[config.mk]
export PLATFORM = sky130hd
export DESIGN_NAME = im_loader
export DESIGN_NICKNAME = d
export VERILOG_FILES = /design/src/rtl/im_loader_pkg.sv /design/src/rtl/im_word_packer.sv /design/src/rtl/im_loader.sv
export SDC_FILE = /design/constraint.sdc
export NUM_CORES = 1
export LEC_CHECK = 0
export ABC_AREA = 0
export CAP_MARGIN = 5
export CORE_MARGIN = 8
export CORE_UTILIZATION = 45
export CTS_CLUSTER_SIZE = 8
export DETAILED_ROUTE_END_ITERATION = 10
export PLACE_DENSITY = 0.73
export SYNTH_ARGS = -nofsm -noshare
export SYNTH_HDL_FRONTEND = slang
export SYNTH_SLANG_ARGS = --single-unit
[constraint.sdc]
create_clock -name clk -period 2.81 [get_ports clk]
set_clock_uncertainty 0.2 [all_clocks]
set_input_delay 0.4215 -clock clk [delete_from_list [all_inputs] [get_ports clk]]
set_output_delay 0.4215 -clock clk [all_outputs]
set_load 0.03 [all_outputs]
[src/rtl/im_loader_pkg.sv]
`default_nettype none
// ============================================================================
// Module      : im_loader_pkg
// Description : Shared state encodings and defaults for the IM program loader.
// Revision    : 1.0 - initial release
// ============================================================================
package im_loader_pkg;

   // Default instruction-memory word-address width (1024 words)
   localparam int IM_AW_DEFAULT = 10;

   // Loader states, 3-bit encoding
   typedef enum logic [2:0] {
      L_LENH = 3'd0,
      L_LENL = 3'd1,
      L_DATA = 3'd2,
      L_CHK  = 3'd3,
      L_DONE = 3'd4,
      L_ERR  = 3'd5
   } loader_state_e;

endpackage
`default_nettype wire

[src/rtl/im_word_packer.sv]
`default_nettype none
// ============================================================================
// Module      : im_word_packer
// Description : Packs bytes MSB-first into 32-bit words and keeps the running
//               XOR of every byte it has consumed.
// Revision    : 1.0 - initial release
// ============================================================================
module im_word_packer (
   input  logic        clk,
   input  logic        rst,
   input  logic        i_byte_en,
   input  logic [7:0]  i_byte,
   output logic        o_word_last,
   output logic        o_word_valid,
   output logic [31:0] o_word,
   output logic [7:0]  o_xor
);

   logic [23:0] r_shift;
   logic [1:0]  r_cnt;
   logic [7:0]  r_xor;
   logic [31:0] r_word;
   logic        r_valid;

   // The byte accepted on this edge is the 4th of its word
   assign o_word_last  = i_byte_en & (r_cnt == 2'd3);
   assign o_word_valid = r_valid;
   assign o_word       = r_word;
   assign o_xor        = r_xor;

   // Shift in bytes, latch a finished word and pulse valid for one cycle
   always_ff @(posedge clk) begin
      if (rst) begin
         r_shift <= 24'd0;
         r_cnt   <= 2'd0;
         r_xor   <= 8'd0;
         r_word  <= 32'd0;
         r_valid <= 1'b0;
      end else begin
         r_valid <= o_word_last;
         if (i_byte_en) begin
            r_xor   <= r_xor ^ i_byte;
            r_cnt   <= r_cnt + 2'd1;
            r_shift <= {r_shift[15:0], i_byte};
            if (o_word_last) begin
               r_word <= {r_shift, i_byte};
            end
         end
      end
   end

endmodule
`default_nettype wire

[src/rtl/im_loader.sv]
`default_nettype none
// ============================================================================
// Module      : im_loader
// Description : Receives a length-prefixed, XOR-checksummed byte image and
//               writes it word by word into instruction memory, holding the
//               CPU in reset until the image has been verified.
// Revision    : 1.0 - initial release
// ============================================================================
module im_loader
   import im_loader_pkg::*;
#(
   parameter int IM_AW = IM_AW_DEFAULT
) (
   input  logic              clk,
   input  logic              rst,
   input  logic              in_valid,
   input  logic [7:0]        in_data,
   output logic              in_ready,
   output logic              im_we,
   output logic [IM_AW-1:0]  im_addr,
   output logic [31:0]       im_wdata,
   output logic              cpu_rst,
   output logic              done,
   output logic              err,
   output logic [15:0]       words_loaded
);

   // Word index carries one extra bit so a full 2^IM_AW image is countable
   localparam int          c_WIDX_W    = IM_AW + 1;
   localparam logic [16:0] c_MAX_WORDS = 17'(1) << IM_AW;

   loader_state_e         r_state;
   loader_state_e         w_state_nxt;
   logic [7:0]            r_len_hi;
   logic [15:0]           r_len;
   logic [c_WIDX_W-1:0]   r_widx;
   logic [c_WIDX_W-1:0]   w_widx_inc;
   logic [IM_AW-1:0]      r_addr;
   logic                  r_done;
   logic                  r_err;
   logic                  r_cpu_rst;
   logic                  w_xfer;
   logic                  w_byte_en;
   logic [15:0]           w_len_n;
   logic                  w_last_word;
   logic                  w_word_last;
   logic                  w_word_valid;
   logic [31:0]           w_word;
   logic [7:0]            w_xor;

   assign in_ready = ~rst & ((r_state == L_LENH) | (r_state == L_LENL) |
                             (r_state == L_DATA) | (r_state == L_CHK));
   assign w_xfer      = in_valid & in_ready;
   assign w_len_n     = {r_len_hi, in_data};
   assign w_widx_inc  = r_widx + c_WIDX_W'(1);
   assign w_last_word = (16'(w_widx_inc) == r_len);

   im_word_packer u_packer (
      .clk          (clk),
      .rst          (rst),
      .i_byte_en    (w_byte_en),
      .i_byte       (in_data),
      .o_word_last  (w_word_last),
      .o_word_valid (w_word_valid),
      .o_word       (w_word),
      .o_xor        (w_xor)
   );

   assign im_we        = w_word_valid;
   assign im_wdata     = w_word;
   assign im_addr      = r_addr;
   assign words_loaded = 16'(r_widx);
   assign done         = r_done;
   assign err          = r_err;
   assign cpu_rst      = r_cpu_rst;

   // Next-state decode; only L_DATA feeds bytes to the packer
   always_comb begin
      w_state_nxt = r_state;
      w_byte_en   = 1'b0;
      case (r_state)
         L_LENH: begin
            if (w_xfer) w_state_nxt = L_LENL;
         end
         L_LENL: begin
            if (w_xfer) begin
               if ({1'b0, w_len_n} > c_MAX_WORDS) w_state_nxt = L_ERR;
               else if (w_len_n == 16'd0)         w_state_nxt = L_CHK;
               else                               w_state_nxt = L_DATA;
            end
         end
         L_DATA: begin
            w_byte_en = w_xfer;
            if (w_word_last && w_last_word) w_state_nxt = L_CHK;
         end
         L_CHK: begin
            if (w_xfer) w_state_nxt = (in_data == w_xor) ? L_DONE : L_ERR;
         end
         L_DONE:  w_state_nxt = L_DONE;
         L_ERR:   w_state_nxt = L_ERR;
         default: w_state_nxt = L_ERR;
      endcase
   end

   // State register
   always_ff @(posedge clk) begin
      if (rst) r_state <= L_LENH;
      else     r_state <= w_state_nxt;
   end

   // Length capture, word index / address and registered status outputs
   always_ff @(posedge clk) begin
      if (rst) begin
         r_len_hi  <= 8'd0;
         r_len     <= 16'd0;
         r_widx    <= '0;
         r_addr    <= '0;
         r_done    <= 1'b0;
         r_err     <= 1'b0;
         r_cpu_rst <= 1'b1;
      end else begin
         if (r_state == L_LENH && w_xfer) r_len_hi <= in_data;
         if (r_state == L_LENL && w_xfer) r_len    <= w_len_n;
         if (w_word_last) begin
            r_widx <= w_widx_inc;
            r_addr <= r_widx[IM_AW-1:0];
         end
         r_done    <= (w_state_nxt == L_DONE);
         r_err     <= (w_state_nxt == L_ERR);
         r_cpu_rst <= (w_state_nxt != L_DONE);
      end
   end

endmodule
`default_nettype wire

==> results.cfg <==
[outcome]
outcome = complete, no violations

[routing]
ant_nets = 0
vias = 4061
totalWireLength_um = 11900
drc = 0
wire_per_inst_um = 15.0
first_pass_iters = 4
drtIter0Drc = 246
vias_per_cell = 5.14

[cts]
cts_tree = yes
cts_root_buffer = clkbuf_8
clock_latency_ns = 0.51
postCtsSetupBuffers = 0
cts-resized-gates = 0
clkSlewWorstSetupHoldPaths_ns = 0.06
cts_buffers = 17
cts-hold-fix-buffers = 0
clock-sinks = 118
htreeDepth = 4
cts.path.max_buffers = 2

[cells_and_area]
drive_gt1_frac = 0.100
fillers = 915
layout_commonest_cell = nand2_1
antenna_cells = 0
design_area_mm2 = 0.00634
area_delta_synth_final_pct = 29.6
fin_util = 0.592
final_nets = 650
layout_common_cells = nand2_1, dfxtp_1, clkdlybuf4s50_1

[placed_design]
gp_congestion = 0.870
pre_cts_ws_ns = 0.219
place.port_buffers = 68
dpl-instance-area_mm2 = 0.00567
dpl.hpwl_um = 8160

[synthesis]
syn_avg_cell_area_um2 = 8.58
synth_adder_area_share = 0.00512
ys_seq_area_frac = 0.483
yosysWarnings = 0
synth_top_family_by_area = simple AND/OR/NAND/NOR gates
synth_xor_area_frac = 0.0699
synth-seq-cells = 118
async_reset_ff_frac = 0
synthSimpleGateAreaFrac = 0.243
synthCells = 570
synth_area_mm2 = 0.00489
synth_edf_count = 0
synth_cell_types = 50
synth_compound_area_frac = 0.0937
synth_mux_area_frac = 0.0512
synthFlopType = dfxtp_1

[critical_path]
cpMaxStageDelayCell = clkdlybuf4s50_1
path_class = flop to output pin
crit_path_max_fanout = 7
critical_path.top_delay_family = buffers and inverters
required_ns = 2.19
critPathBufInv = 1
crit_chain = nor2_1, clkdlybuf4s50_1
worstPathArrival_ns = 1.89
crit_cells = 2
slowest_delay_ns = 0.73
r2r_cells = 6
start_kind = flop
worstSetupEndpointType = output pin

[floorplanning]
rows = 38
dieArea_mm2 = 0.0145
die_h_um = 120
die_w_um = 120
pin_count = 74
initial_core_util = 0.457
core_mm2 = 0.0107

[timing]
period_minus_slack_ns = 2.51
setup_tns_ns = 0
setup_ws_ns = 0.299
rsz0062_at_grt = no
setup_viol = 0
fmax_mhz = 398
worst_pin_slew_ns = 0.736
min_period_over_period = 0.893
slew_violations = 0
final_hold_viol_count = 0
slew_headroom = 0.509

[global_routing]
grt_start_max_net_pins = 75
grt_pass1_wl_um = 20100
grt_usage = 0.172
grt_pass1_vias = 4114
grt_antenna_before_repair = 0
overflow = 0

[run]
drv_cap = 0

[power]
peakVddDrop_mv = 0.350
power_leakage_uw = 0.00226
powerDensity_mw_per_mm2 = 678

[worst_hold_path]
worstHoldPathCells = 2
hp-class = input pin to flop
==> flip-flops by register name, indices dropped and copies added (netlist names) <==
signal,flops
u_packer.o_word,32
u_packer.r_shift,24
r_len,16
r_widx,11
im_addr,10
r_len_hi,8
u_packer.o_xor,8
r_state,3
u_packer.r_cnt,2
cpu_rst,1
done,1
err,1
u_packer.o_word_valid,1
==> through the flow <==
stage	std cells	hold WS, ns	total power [µW]
after floorplan	574	0.232	1860
after global placement	758	0.243	1920
after detailed placement	758	0.248	1920
after CTS	790	0.0259	4320
after global routing	790	0.0401	4440
final	790	0.0426	4290
==> cells by family after synthesis <==
| group | count (synthesis) |
|---|---|
| compound gates | 79 |
| fa+ha+maj | 2 |
| flops | 118 |
| mux | 25 |
| xor+xnor | 39 |
| buf+inv | 48 |
| simple gates | 258 |
| other cells | 1 |
==> layout make-up <==
type                       instances  area (µm²)  area share
sequential                       118        2360       0.373
multi-input combinational        408        2280       0.360
timing repair buffer              86         826       0.130
clock buffer                      17         414      0.0654
clock inverter                    15         253      0.0399
tap                              140         175      0.0276
inverter                           6        22.5     0.00355
==> final timing paths <==
check / start / endpoint / slack (ns)
max: r_state[2] / in_ready / 0.30
min: rst / r_len[12] / 0.04
max reg2reg: r_widx[1] / r_state[0] / 0.61
min reg2reg: im_addr[1] / im_addr[1] / 0.25
==> cell usage after synthesis (all sizes together) (3+ instances only) <==
library cell | instances | area share
nand2 | 144 | 0.11
dfxtp | 118 | 0.48
a21oi | 58 | 0.059
nor2 | 54 | 0.041
buf | 26 | 0.036
mux2i | 25 | 0.051
xnor2 | 23 | 0.041
clkbuf | 16 | 0.013
xor2 | 16 | 0.029
nand3b | 12 | 0.018
nand3 | 10 | 0.011
nand4 | 7 | 0.010
nor3 | 7 | 0.0092
and2 | 6 | 0.0077
inv | 6 | 0.0046
nor4 | 5 | 0.012
o21ai | 5 | 0.0051
nand2b | 3 | 0.0038
or3 | 3 | 0.0049
==> power breakdown <==
part,switching [µW],internal [µW],total [µW]
Combinational,108,70.0,178
Clock,782,1620,2410
Sequential,19.2,1690,1710
Total,909,3390,4290
==> layer usage <==
metal,up-vias,routed length (µm),global-route usage,share of wire
met4,0,179,0.0671,0.015
li1,2013,-,-,-
met1,1920,5270,0.208,0.44
met3,18,625,0.0490,0.053
met5,-,0,0,0
met2,110,5800,0.283,0.49
Power figures use the tool's default switching activity.
